**src/rtl/fft_frame_loader.sv**
```systemverilog
// fft_frame_loader: ping-pong loader that packs serial (a,b) sample pairs into parallel frames
module fft_frame_loader #(
  parameter int SAMPLE_W  = 4,
  parameter int FRAME_LEN = 8
) (
  input  logic                            clk,
  input  logic                            rst,
  input  logic                            in_valid,
  output logic                            in_ready,
  input  logic [SAMPLE_W-1:0]             in_a,
  input  logic [SAMPLE_W-1:0]             in_b,
  input  logic                            flush,
  output logic                            frame_valid,
  input  logic                            frame_ready,
  output logic [FRAME_LEN*SAMPLE_W-1:0]   frame_a,
  output logic [FRAME_LEN*SAMPLE_W-1:0]   frame_b,
  output logic [$clog2(FRAME_LEN)-1:0]    fill_idx,
  output logic [1:0]                      frames_pending,
  output logic                            overflow
);
  localparam int IW = $clog2(FRAME_LEN);
  localparam int FW = FRAME_LEN * SAMPLE_W;
  logic [1:0]    bank_full_q, bank_full_d;
  logic          wr_bank_q, wr_bank_d, rd_bank_q, rd_bank_d;
  logic          overflow_q, overflow_d;
  logic [IW-1:0] wr_idx_q, wr_idx_d;
  logic [FW-1:0] a_q [2];
  logic [FW-1:0] b_q [2];
  logic          accept, last, consume;
  assign in_ready       = !bank_full_q[wr_bank_q] && !flush;
  assign frame_valid    = bank_full_q[rd_bank_q];
  assign frame_a        = a_q[rd_bank_q];
  assign frame_b        = b_q[rd_bank_q];
  assign fill_idx       = wr_idx_q;
  assign frames_pending = {1'b0, bank_full_q[0]} + {1'b0, bank_full_q[1]};
  assign overflow       = overflow_q;
  assign accept         = in_valid && in_ready;
  assign last           = accept && (wr_idx_q == IW'(FRAME_LEN - 1));
  assign consume        = frame_valid && frame_ready;
  always_comb begin
    bank_full_d = bank_full_q;
    if (last) bank_full_d[wr_bank_q] = 1'b1;
    if (consume) bank_full_d[rd_bank_q] = 1'b0;
    wr_bank_d  = wr_bank_q ^ last;
    rd_bank_d  = rd_bank_q ^ consume;
    wr_idx_d   = flush ? '0 : accept ? wr_idx_q + IW'(1) : wr_idx_q;
    overflow_d = overflow_q || (in_valid && !in_ready && !flush);
  end
  always_ff @(posedge clk) begin
    if (rst) begin
      bank_full_q <= '0;
      wr_bank_q   <= 1'b0;
      rd_bank_q   <= 1'b0;
      wr_idx_q    <= '0;
      overflow_q  <= 1'b0;
      a_q         <= '{default: '0};
      b_q         <= '{default: '0};
    end else begin
      bank_full_q <= bank_full_d;
      wr_bank_q   <= wr_bank_d;
      rd_bank_q   <= rd_bank_d;
      wr_idx_q    <= wr_idx_d;
      overflow_q  <= overflow_d;
      if (accept) begin
        a_q[wr_bank_q][wr_idx_q*SAMPLE_W +: SAMPLE_W] <= in_a;
        b_q[wr_bank_q][wr_idx_q*SAMPLE_W +: SAMPLE_W] <= in_b;
      end
    end
  end
endmodule

```
**config.mk**
```make
export PLATFORM = sky130hd
export DESIGN_NAME = fft_frame_loader
export DESIGN_NICKNAME = d
export VERILOG_FILES = /design/src/rtl/fft_frame_loader.sv
export SDC_FILE = /design/constraint.sdc
export NUM_CORES = 1
export LEC_CHECK = 0
export ABC_AREA = 1
export BUFFER_PORTS_ARGS = -buffer_cell sky130_fd_sc_hd__buf_2
export CAP_MARGIN = 20
export CORE_MARGIN = 2
export CORE_UTILIZATION = 55
export CTS_CLUSTER_DIAMETER = 120
export DETAILED_ROUTE_END_ITERATION = 16
export GPL_TIMING_DRIVEN = 0
export PLACE_DENSITY = 0.77
export SLEW_MARGIN = 5
export SYNTH_ARGS = -nofsm -noshare
export SYNTH_HDL_FRONTEND = slang
export SYNTH_SLANG_ARGS = --single-unit
```
**constraint.sdc**
```tcl
create_clock -name clk -period 2.8 [get_ports clk]
set_input_delay 0 -clock clk [delete_from_list [all_inputs] [get_ports clk]]
set_output_delay 0 -clock clk [all_outputs]
set_load 0.01 [all_outputs]
```
==> flow_metrics.tcl <==
set metrics [dict create \
    critPathKind "register to register" \
    worstRegToRegCells 10 \
    vias_per_cell 5.19 \
    crit_chain "inv_1 > ha_1 > ha_1 > inv_1 > nand2_1 > nor2_1 > inv_1 > nor2_1 > nor2_1 > nor2_1" \
    port-buffer-count 84 \
    post-route-drc-count 0 \
    wl_per_cell_microns 14.8 \
    antenna_found_initial 0 \
    power.total_mw 4.51 \
    postCtsSetupBuffers 0 \
    cpMostUsedCell "nor2_1" \
    crit_family "simple AND/OR/NAND/NOR gates" \
    firstDrtPassIters 5 \
    crit_required_ns 3.17 \
    grt_usage_pct 31.8 \
    pin_count 85 \
    slew_headroom_pct 34.6 \
    final_common_cell "nand2_1" \
    antenna_left 0 \
    min_from "in_b[3]" \
    clock_latency_ns 0.43 \
    ir_worst_vdd_uv 466 \
    critical_path_arrival_ns 3.01 \
    syn_nets 1073 \
    max_stage_delay_ns 0.53 \
    place_hpwl_mm 14.0 \
    die_x_microns 113 \
    worstReg2RegStart "fill_idx[0]" \
    avgSynthCellArea_sq_um 6.16 \
    rsz0062_at_grt "no" \
    whs_ns 0.389 \
    grt_use_met2_pct 51.4 \
    fin_worst_skew_ns 0.00795 \
    h-tree-depth 4 \
    core.rowCount 39 \
    ys_ff_latch 136 \
    post-place-ws_ns 0.266 \
    fin_crit_ns 2.64 \
    worstHoldPathType "input port to register" \
    clock_sinks 136 \
    setup_viol_count_final 0 \
    start_util_pct 56.6 \
    grt_start_max_net_pins 17 \
    use_met3_pct 6.53 \
    ys_seq_area_share_pct 41.9 \
    root_buffer "clkbuf_16" \
    final_cell_mix "325 x nand2_1, 279 x nor2_1, 136 x dfxtp_1" \
    period_share_pct 94.4 \
    worst_slew_pin_slew_ns 0.973 \
    grt_first_pass_wirelength_mm 31.3 \
    vias 6880 \
    antennaDiodeCount 0 \
    synth_warnings 0 \
    start_kind "register" \
    die-area_sq_um 12700 \
    fin_ws_ns 0.155 \
    multi_input_area_sq_um 3190 \
    cts.path.max_buffers 2 \
    cts_tree "done" \
    finalHoldViolCount 0 \
    cp-end-kind "register" \
    fill_cells 1065 \
    max_freq_mhz 378 \
    grt_pass1_vias 6141 \
    min_path_cells 4 \
    layout-drive-gt1-share_pct 11.8 \
    timing.rr.end "a_q[23]" \
    cp_max_fo 8 \
    die_h_microns 113 \
    worst_path_max_delay_cell "nor2_1" \
    powerDensity_nw_per_um2 576 \
    ff_latch_area_sq_um 2720 \
    core-area_sq_um 11500 \
    final.setup.tns_ns 0 \
    min_to "b_q[35]" \
    wirelength_mm 19.6 \
    drt_iter0_drc 645 \
    fin_nets 1189 \
    clk_pin_slew_ns 0.06 \
    final_cells 1325 \
    status "complete, no violations" \
    synth_cell_types 22 \
    syn_inst 1053 \
    numCtsBuffers 17 \
    reg2reg_slack_ns 0.16 \
    max_cap_violations 0 \
    slew_viol_final 0 \
    busiest_layer "met2" \
    gp_congestion 1.01 \
    p_leak_nw 4.08 \
    place_inst 1280 \
    critPathBufInv 3 \
    grt-ovfl-total 0 \
    synth_area_sq_um 6490 \
    grt_use_met1_pct 40.8 \
    area_delta_synth_final_pct 20.6 \
]
Yosys cell counts (all sizes together):
cell type | instances | share of area (%)
nand2 | 329 | 19
nor2 | 282 | 16
dfxtp | 136 | 42
nand3 | 104 | 8.0
inv | 95 | 5.5
o21ai | 36 | 2.8
clkbuf | 31 | 1.8
buf | 20 | 1.6
ha | 7 | 1.3
a21oi | 5 | 0.39
nand4 | 3 | 0.52
a211oi | 2 | 0.23
a31oi | 1 | 0.096
clkinv | 1 | 0.058
nor4 | 1 | 0.096
worst max path at each step:
| stage | start | to | slack, ns | cells past startpoint |
|---|---|---|---|---|
| CTS | fill_idx[0] | a_q[23] | 0.18 | 10 |
| detailed placement | fill_idx[0] | a_q[23] | 0.27 | 10 |
| global placement | fill_idx[0] | a_q[54] | 0.36 | 10 |
| global route | fill_idx[0] | a_q[23] | 0.003 | 10 |
| floorplan | fill_idx[0] | a_q[52] | 0.73 | 10 |
| finish | fill_idx[0] | a_q[23] | 0.16 | 10 |
routing by layer:
layer | share of wire [%] | routed length [microns]
met3 | 8.2 | 1610
met1 | 43 | 8370
met2 | 45 | 8850
met4 | 4.0 | 788
met5 | 0 | 0
registers in the layout (all words and copies together) (netlist names):
signal	count
a_q	64
wr_bank_q	1
rd_bank_q	1
bank_full_q	2
b_q	64
fill_idx	3
overflow	1
final cells by class:
type	count	area share, %
multi-input cells	770	40.8
clock buffers	19	5.79
repair buffers	97	7.03
clock inverters	13	1.95
flip-flops and latches	136	34.8
inverters	96	4.60
well taps	143	2.29
plain buffers	51	2.78
timing repair:
| item | CTS | global route |
|---|---|---|
| hold buffers | 13 | 0 |
| hold endpoints to repair | 26 | 0 |
| resized for setup | 0 | 0 |
through the flow:
step                      utilization [%]  area [sq um]
after global placement               61.8          7090
final                                68.2          7830
after detailed placement             61.8          7090
after global routing                 68.2          7830
after CTS                            68.2          7830
after floorplan                         -          6490
cell families after synthesis:
group,count (synthesis),share of synthesized area [%]
AND/OR/NAND/NOR,719,44.3
buffers and inverters,147,8.91
flip-flops,136,41.9
AO/OA/AOI/OAI,44,3.49
adder cells (fa/ha/maj),7,1.35
worst register-to-register path, stage by stage (launching register included):
cell and delay, ns:
dfxtp_1 0.43, inv_1 0.15, ha_1 0.22, ha_1 0.29, inv_1 0.08, nand2_1 0.08
nor2_1 0.45, inv_1 0.12, nor2_1 0.53, nor2_1 0.11, nor2_1 0.12
where the power goes:
| part | switching [mW] | total (mW) | internal (mW) | leakage (nW) |
|---|---|---|---|---|
| logic | 0.175 | 0.251 | 0.0757 | 2.70 |
| registers | 0.00475 | 1.95 | 1.95 | 1.10 |
| clock network | 0.868 | 2.30 | 1.44 | 0.287 |
No activity file was read; power rests on OpenSTA's default activity.
